[src/rtl/port_array_queue.sv]
// port_array_queue: an array of nports independent flop-based FIFOs, each ndepth entries
// deep and nbits wide, with val/rdy handshakes on both the enqueue and dequeue sides.
//
// Optional feature: define PORT_ARRAY_QUEUE_BYPASS_EN to add a zero-latency path. On an
// empty channel, an incoming message is then presented on the dequeue side in the same
// cycle. In the default build there is no such path, and enq_rdy, deq_val and count come
// straight from registers.
module port_array_queue #(
  parameter int unsigned nports = 2,
  parameter int unsigned nbits  = 32,
  parameter int unsigned ndepth = 4
) (
  input  logic                                         clk,
  input  logic                                         reset_n,
  input  logic [nports-1:0]                            enq_val,
  output logic [nports-1:0]                            enq_rdy,
  input  logic [nports-1:0][nbits-1:0]                 enq_msg,
  output logic [nports-1:0]                            deq_val,
  input  logic [nports-1:0]                            deq_rdy,
  output logic [nports-1:0][nbits-1:0]                 deq_msg,
  output logic [nports-1:0][$clog2(ndepth+1)-1:0]      count
);

  localparam int unsigned CntW = $clog2(ndepth + 1);
  localparam int unsigned PtrW = $clog2(ndepth);

  for (genvar i = 0; i < nports; i++) begin : g_chan
    logic [PtrW-1:0]  wr_ptr_q, wr_ptr_d;
    logic [PtrW-1:0]  rd_ptr_q, rd_ptr_d;
    logic [CntW-1:0]  count_q, count_d;
    logic [nbits-1:0] mem_q [ndepth];

    logic             full;
    logic             empty;
    logic             chan_deq_val;
    logic [nbits-1:0] chan_deq_msg;
    logic             enq_fire;
    logic             deq_fire;
    logic             pass_thru;
    logic             do_write;
    logic             do_read;

    assign full  = (count_q == CntW'(ndepth));
    assign empty = (count_q == '0);

`ifdef PORT_ARRAY_QUEUE_BYPASS_EN
    // An empty channel forwards the incoming message straight to the dequeue side.
    assign chan_deq_val = !empty || enq_val[i];
    assign chan_deq_msg = empty ? enq_msg[i] : mem_q[rd_ptr_q];
    // Both sides handshake on an empty channel: the message never touches storage.
    assign pass_thru    = empty && enq_val[i] && deq_rdy[i];
`else
    assign chan_deq_val = !empty;
    assign chan_deq_msg = mem_q[rd_ptr_q];
    assign pass_thru    = 1'b0;
`endif

    // A full channel refuses enqueue even when a dequeue happens in the same cycle.
    assign enq_fire = enq_val[i] && !full;
    assign deq_fire = chan_deq_val && deq_rdy[i];
    assign do_write = enq_fire && !pass_thru;
    assign do_read  = deq_fire && !pass_thru;

    // Next-state for the pointers and the occupancy count.
    always_comb begin
      wr_ptr_d = wr_ptr_q;
      rd_ptr_d = rd_ptr_q;
      count_d  = count_q;
      if (do_write) begin
        wr_ptr_d = wr_ptr_q + PtrW'(1);
      end
      if (do_read) begin
        rd_ptr_d = rd_ptr_q + PtrW'(1);
      end
      unique case ({do_write, do_read})
        2'b10:   count_d = count_q + CntW'(1);
        2'b01:   count_d = count_q - CntW'(1);
        default: count_d = count_q;
      endcase
    end

    // Pointer and count registers; reset empties the channel and discards its contents.
    always_ff @(posedge clk or negedge reset_n) begin
      if (!reset_n) begin
        wr_ptr_q <= '0;
        rd_ptr_q <= '0;
        count_q  <= '0;
      end else begin
        wr_ptr_q <= wr_ptr_d;
        rd_ptr_q <= rd_ptr_d;
        count_q  <= count_d;
      end
    end

    // Payload storage; entries are only meaningful between the pointers, so no reset.
    always_ff @(posedge clk) begin
      if (do_write) begin
        mem_q[wr_ptr_q] <= enq_msg[i];
      end
    end

    assign enq_rdy[i] = !full;
    assign deq_val[i] = chan_deq_val;
    assign deq_msg[i] = chan_deq_msg;
    assign count[i]   = count_q;
  end

endmodule

[config.mk]
export PLATFORM = sky130hd
export DESIGN_NAME = port_array_queue
export DESIGN_NICKNAME = d
export VERILOG_FILES = /design/src/rtl/port_array_queue.sv
export SDC_FILE = /design/constraint.sdc
export NUM_CORES = 1
export LEC_CHECK = 0
export CAP_MARGIN = 15
export CELL_PAD_IN_SITES_DETAIL_PLACEMENT = 1
export CELL_PAD_IN_SITES_GLOBAL_PLACEMENT = 2
export CORE_AREA = 2 2 145 161
export DETAILED_ROUTE_END_ITERATION = 12
export DIE_AREA = 0 0 147 163
export PLACE_DENSITY = 0.94
export SYNTH_ARGS = -nofsm -noshare
export SYNTH_HDL_FRONTEND = slang
export SYNTH_SLANG_ARGS = --single-unit
export TNS_END_PERCENT = 50
[constraint.sdc]
create_clock -name clk -period 3.54 [get_ports clk]
set_input_delay 0.531 -clock clk [delete_from_list [all_inputs] [get_ports clk]]
set_output_delay 0.531 -clock clk [all_outputs]
set_load 0.02 [all_outputs]
==> results.tsv, run 1 <==
metric	value	unit
run status	complete, no violations	
site row count	58	
Mapped Avg Cell Area	24.4	um^2
placed cell count	843	
critical path data arrival time	2.52	ns
TritonCTS clock tree	yes	
most numerous cell in the Yosys netlist	edfxtp_1	
First-pass DRT Iterations	4	
# clock sinks	270	
Remaining DRCs	0	
postcts setup bufs	0	
setup violators final	0	
Leakage Power	4.21	nW
clock latency at the later pin of the worst-skew pair	0.53	ns
Setup Crit Path Kind	flop to output port	
crit start category	flop	
first-pass GRT wire length	31.9	mm
Final TNS setup	0	ns
post-synthesis cell count	413	
fin crit share	86.2	%
Die Width	147	um
final total power	11.2	mW
remaining antenna violation count	0	
final hold viol count	0	
Global Route met2 Usage	32.4	%
PortBufs	143	
Layout Skew	0.0202	ns
area leader, netlist	edfxtp_1	
Die ar.	24000	um^2
top post-synthesis cells by count	256 x edfxtp_1, 64 x mux4_2, 14 x dfrtp_1, 12 x inv_1, 10 x ha_1	
CTS root buf	clkbuf_16	
Top FF cell, synth	edfxtp_1	
worst hold path type	primary input to async pin	
via count	4672	
Most Used Layer, Global Route	met2	
FILL cells	1941	
top cells by area, synth	edfxtp_1 76%, mux4_2 14%, dfrtp_1 3.5%	
CTS Buffer Depth	3	
total global routing overflow	0	
layout cells sized above 1	21.8	%
WP data required	3.01	ns
slowest library cell on the worst path	mux4_2	
crit path max fanout	17	
Hold Buf Count CTS	0	
vias in the first global route	5314	
DR WL/cell	23.3	um
IO Pins	144	
RePlAce Congestion	0.716	
worst-path cell chain	buf_4, mux4_2, clkdlybuf4s50_1	
Yosys reg bits	270	
Starting Density	44.9	%
number of synthesized flops with an enable pin	256	
core area	22500	um^2
Avg Vias per Cell	5.23	
CTS resizes	0	
Die Ht	163	um
final std cells w/o fill	893	
Netlist cell types	21	
post-synth top area share	76.1	%
CTS Buf Count	27	
clock-pin slew on the worst setup and hold paths	0.06	ns
Relative slew margins	40.9	%
largest net degree at the start of global routing	35	
All-Layer GR Usage	17.6	%
achievable frequency	0.328	GHz
CP peak stage delay	0.59	ns
Pwr per Cell Area	886	nW/um^2
DP HPWL	13.7	mm
register area share after synthesis	79.6	%
nature of the critical path endpoint	output port	
Peak VDD IR	0.000423	V
post-layout min period	3.05	ns
Nets	654	
Max Cap Viol	0	
syn nets	495	
Total Routed Length	20.8	mm
RSZ-0062 raised after global routing	false	
GRT met3 Usage	2.61	%
Worst Max-Slew Pin Slew	0.887	ns
Post-Syn Area	10100	um^2
First DRT Iteration DRCs	232	
H-tree depth	1	
YS warnings	0	
Area growth, synth to finish	25.7	%
share of flip-flops with an asynchronous set or reset	5.19	%
met1 Use GR	21.6	%
final slew viol count	0	
initial antenna violation count	2	
## critical path, delay by kind of cell, from the launching register on
kind / cells / cell delay [ns]
buffers and inverters: 2 / 0.92
muxes: 1 / 0.59
DFF: 1 / 0.48
## sequential cells by signal (all words and copies together) (netlist names)
signal           flops
g_chan.wr_ptr_q      4
g_chan.mem_q       256
g_chan.rd_ptr_q      4
g_chan.count_q       6
## cells by family (layout without fill, tap and decap cells)
logic type | count (synthesis) | count (layout) | share of synthesized area [%]
simple gates | 19 | 19 | 1.33
other cells | 0 | 1 | 0
flops | 270 | 270 | 79.6
buf+inv | 30 | 209 | 1.47
mux | 67 | 67 | 14.7
fa+ha+maj | 12 | 12 | 1.64
xor+xnor | 12 | 12 | 1.04
compound gates | 3 | 3 | 0.248
## metrics by stage
step	worst slack [ns]	cell area, um^2	hold WS [ns]	utilization (%)
after global placement	1.04	11900	0.514	52.7
after floorplan	1.31	10100	0.235	-
after global routing	0.338	12700	0.493	56.4
after CTS	0.425	12700	0.461	56.4
final	0.489	12700	0.434	56.4
after detailed placement	0.977	11900	0.535	52.7
## layout make-up
type	instances	area, um^2	area share (%)
Antenna cell	1	2.50	0.0197
Clock buffer	36	739	5.83
Clock inverter	13	97.6	0.769
Inverter	12	45.0	0.355
Multi-Input combinational cell	113	1910	15.1
Sequential cell	270	8040	63.3
Tap cell	300	375	2.96
Timing Repair Buffer	148	1480	11.7
## final timing paths
| kind | endpoint | slack [ns] | from | cells after the start |
|---|---|---|---|---|
| worst max register to register | g_chan[0].count_q[2] | 1.20 | g_chan[0].count_q[0] | 9 |
| worst min-delay path | g_chan[0].rd_ptr_q[1] | 0.43 | reset_n | 1 |
| worst min register to register | g_chan[1].count_q[2] | 0.54 | g_chan[1].count_q[2] | 1 |
| max in group asynchronous | g_chan[0].rd_ptr_q[0] | 2.59 | reset_n | 1 |
| worst max-delay path | deq_msg[35] | 0.49 | g_chan[1].rd_ptr_q[0] | 3 |
| min in group clk | g_chan[1].count_q[2] | 0.54 | g_chan[1].count_q[2] | 1 |
## metal layers
| metal | share of wire, % | routed length, um |
|---|---|---|
| met1 | 38 | 8000 |
| met4 | 2.6 | 538 |
| met3 | 3.6 | 749 |
| met2 | 55 | 11500 |
| met5 | 0.062 | 13 |
## cells in the final DEF (no fill, tap or decap), types with 4 or more instances in the layout
master	instances
edfxtp_1	256
clkdlybuf4s50_1	143
mux4_2	64
clkbuf_16	27
inv_1	12
dfrtp_1	12
ha_1	10
and3_2	8
xnor2_1	6
xor2_1	6
clkbuf_1	6
clkinv_2	6
buf_4	4
## power by group
part,total (mW),switching [mW],internal (mW),leakage (nW)
clock network,2.68,1.14,1.54,0.417
logic,4.06,2.10,1.96,1.28
registers,4.51,0.252,4.26,2.51
total,11.2,3.48,7.76,4.21
Note: power is estimated with default switching activity, not from simulation.
==> inputs of run 2 (changes only) <==
Settings changed: CAP_MARGIN 15 to 20, CORE_AREA 2 2 145 161 to 8 8 151 167, DIE_AREA 0 0 147 163 to 0 0 159 175.
==> results.tsv, run 2 (synthesized netlist as in run 1, its figures left out) <==
metric	value	unit
Die Width	159	um
DR WL/cell	23.7	um
clock-pin slew on the worst setup and hold paths	0.06	ns
CTS Buf Count	27	
TritonCTS clock tree	yes	
Starting Density	44.9	%
final slew viol count	0	
Hold Buf Count CTS	0	
total global routing overflow	0	
clock latency at the later pin of the worst-skew pair	0.52	ns
CP peak stage delay	0.65	ns
largest net degree at the start of global routing	34	
dpl ws	0.920	ns
fin crit share	87.9	%
final std cells w/o fill	887	
via count	4625	
achievable frequency	0.321	GHz
crit start category	flop	
Setup Crit Path Kind	flop to output port	
Crit path buffers/inverters	2	
Die Ht	175	um
CTS resizes	0	
Total Routed Length	21.0	mm
Remaining DRCs	0	
initial antenna violation count	0	
run status	complete, no violations	
Final TNS setup	0	ns
IO Pins	144	
CTS Buffer Depth	3	
Leakage Power	4.20	nW
CP top delay family	buffers and inverters	
DP HPWL	13.9	mm
crit path max fanout	22	
Die ar.	27800	um^2
critical path data arrival time	2.58	ns
final hold viol count	0	
Largest Register	g_chan.mem_q	
Layout Skew	0.00951	ns
final worst slack	0.428	ns
First-pass DRT Iterations	4	
Largest regs	g_chan.mem_q: 256 flops, g_chan.count_q: 6 flops	
Largest register FFs	256	
worst hold path type	primary input to async pin	
PortBufs	143	
Area growth, synth to finish	25.8	%
setup violators final	0	
final total power	11.3	mW
Avg Vias per Cell	5.21	
remaining antenna violation count	0	
RSZ-0062 raised after global routing	false	
nature of the critical path endpoint	output port	
vias in the first global route	5362	
worst-path cell chain	buf_12, mux4_2, clkdlybuf4s50_1	
WP data required	3.01	ns
post-layout min period	3.11	ns
All-Layer GR Usage	15.1	%
RePlAce Congestion	0.729	
Relative slew margins	39.4	%
Pwr per Cell Area	893	nW/um^2
H-tree depth	1	
hold_ws	0.451	ns
site row count	58	
Worst Max-Slew Pin Slew	0.909	ns
Peak VDD IR	0.000511	V
First DRT Iteration DRCs	244	
postcts setup bufs	0	
placed cell count	842	
Max Cap Viol	0	
# clock sinks	270	
core area	22500	um^2
CTS root buf	clkbuf_16	
commonest non-fill, non-tap cell in the layout	edfxtp_1	
ANT cells	0	
first-pass GRT wire length	32.8	mm
Nets	653	
layout cells sized above 1	21.1	%
slowest library cell on the worst path	dfrtp_2	
most frequent cells in the layout	256 x edfxtp_1, 143 x clkdlybuf4s50_1, 64 x mux4_2	
==> run 2: cell count changes in the layout (fill, tap and decap cells not counted) <==
cell / previous run / this run
buf_4: 4 / 2
dfrtp_2: 2 / 3
buf_12: 1 / 2
dfrtp_1: 12 / 11
bufinv_16: 1 / 3
diode_2: 1 / 0
clkbuf_8: 3 / 1
clkinv_1: 3 / 4
inv_6: 2 / 0
clkinv_2: 6 / 3
==> run 2: worst register-to-register path, stage by stage (launching register included) <==
cell	delay (ns)
dfrtp_1	0.44
or3b_4	0.45
and2_4	0.20
inv_1	0.05
ha_1	0.17
inv_1	0.06
fa_1	0.37
xor2_1	0.15
nor2_1	0.12
xor2_1	0.16
==> run 2: where the power goes <==
part | switching, mW | internal (mW)
clock network | 1.11 | 1.63
logic | 1.98 | 1.97
registers | 0.392 | 4.26
total | 3.48 | 7.86
==> run 2: per-layer routing <==
metal | up-vias | share of wire, % | global-route usage, %
li1 | 2024 | - | -
met3 | 25 | 4.8 | 2.82
met4 | 0 | 1.6 | 3.86
met1 | 2434 | 42 | 18.6
met5 | - | 0 | 0
met2 | 142 | 52 | 27.1
==> run 2: final timing paths <==
kind | slack [ns] | from | cells past startpoint | to
max in group asynchronous | 2.58 | reset_n | 1 | g_chan[0].rd_ptr_q[1]
min in group clk | 0.53 | g_chan[1].count_q[2] | 1 | g_chan[1].count_q[2]
worst min-delay path | 0.45 | reset_n | 1 | g_chan[1].count_q[1]
worst max-delay path | 0.43 | g_chan[1].rd_ptr_q[0] | 3 | deq_msg[45]
worst max register to register | 1.29 | g_chan[0].count_q[0] | 9 | g_chan[0].count_q[2]
worst min register to register | 0.53 | g_chan[1].count_q[2] | 1 | g_chan[1].count_q[2]
==> run 2: cell type report <==
| cell class | count | area [um^2] |
|---|---|---|
| Sequential cell | 270 | 8040 |
| Inverter | 12 | 45.0 |
| Fill cell | 1907 | 9800 |
| Clock buffer | 34 | 712 |
| Clock inverter | 11 | 129 |
| Multi-Input combinational cell | 113 | 1910 |
| Tap cell | 300 | 375 |
| Timing Repair Buffer | 147 | 1490 |
==> run 2: stage by stage <==
step,util [%],area [um^2]
floorplan,-,10100
global placement,52.7,11900
detailed placement,52.7,11900
CTS,56.5,12700
global route,56.5,12700
finish,56.5,12700
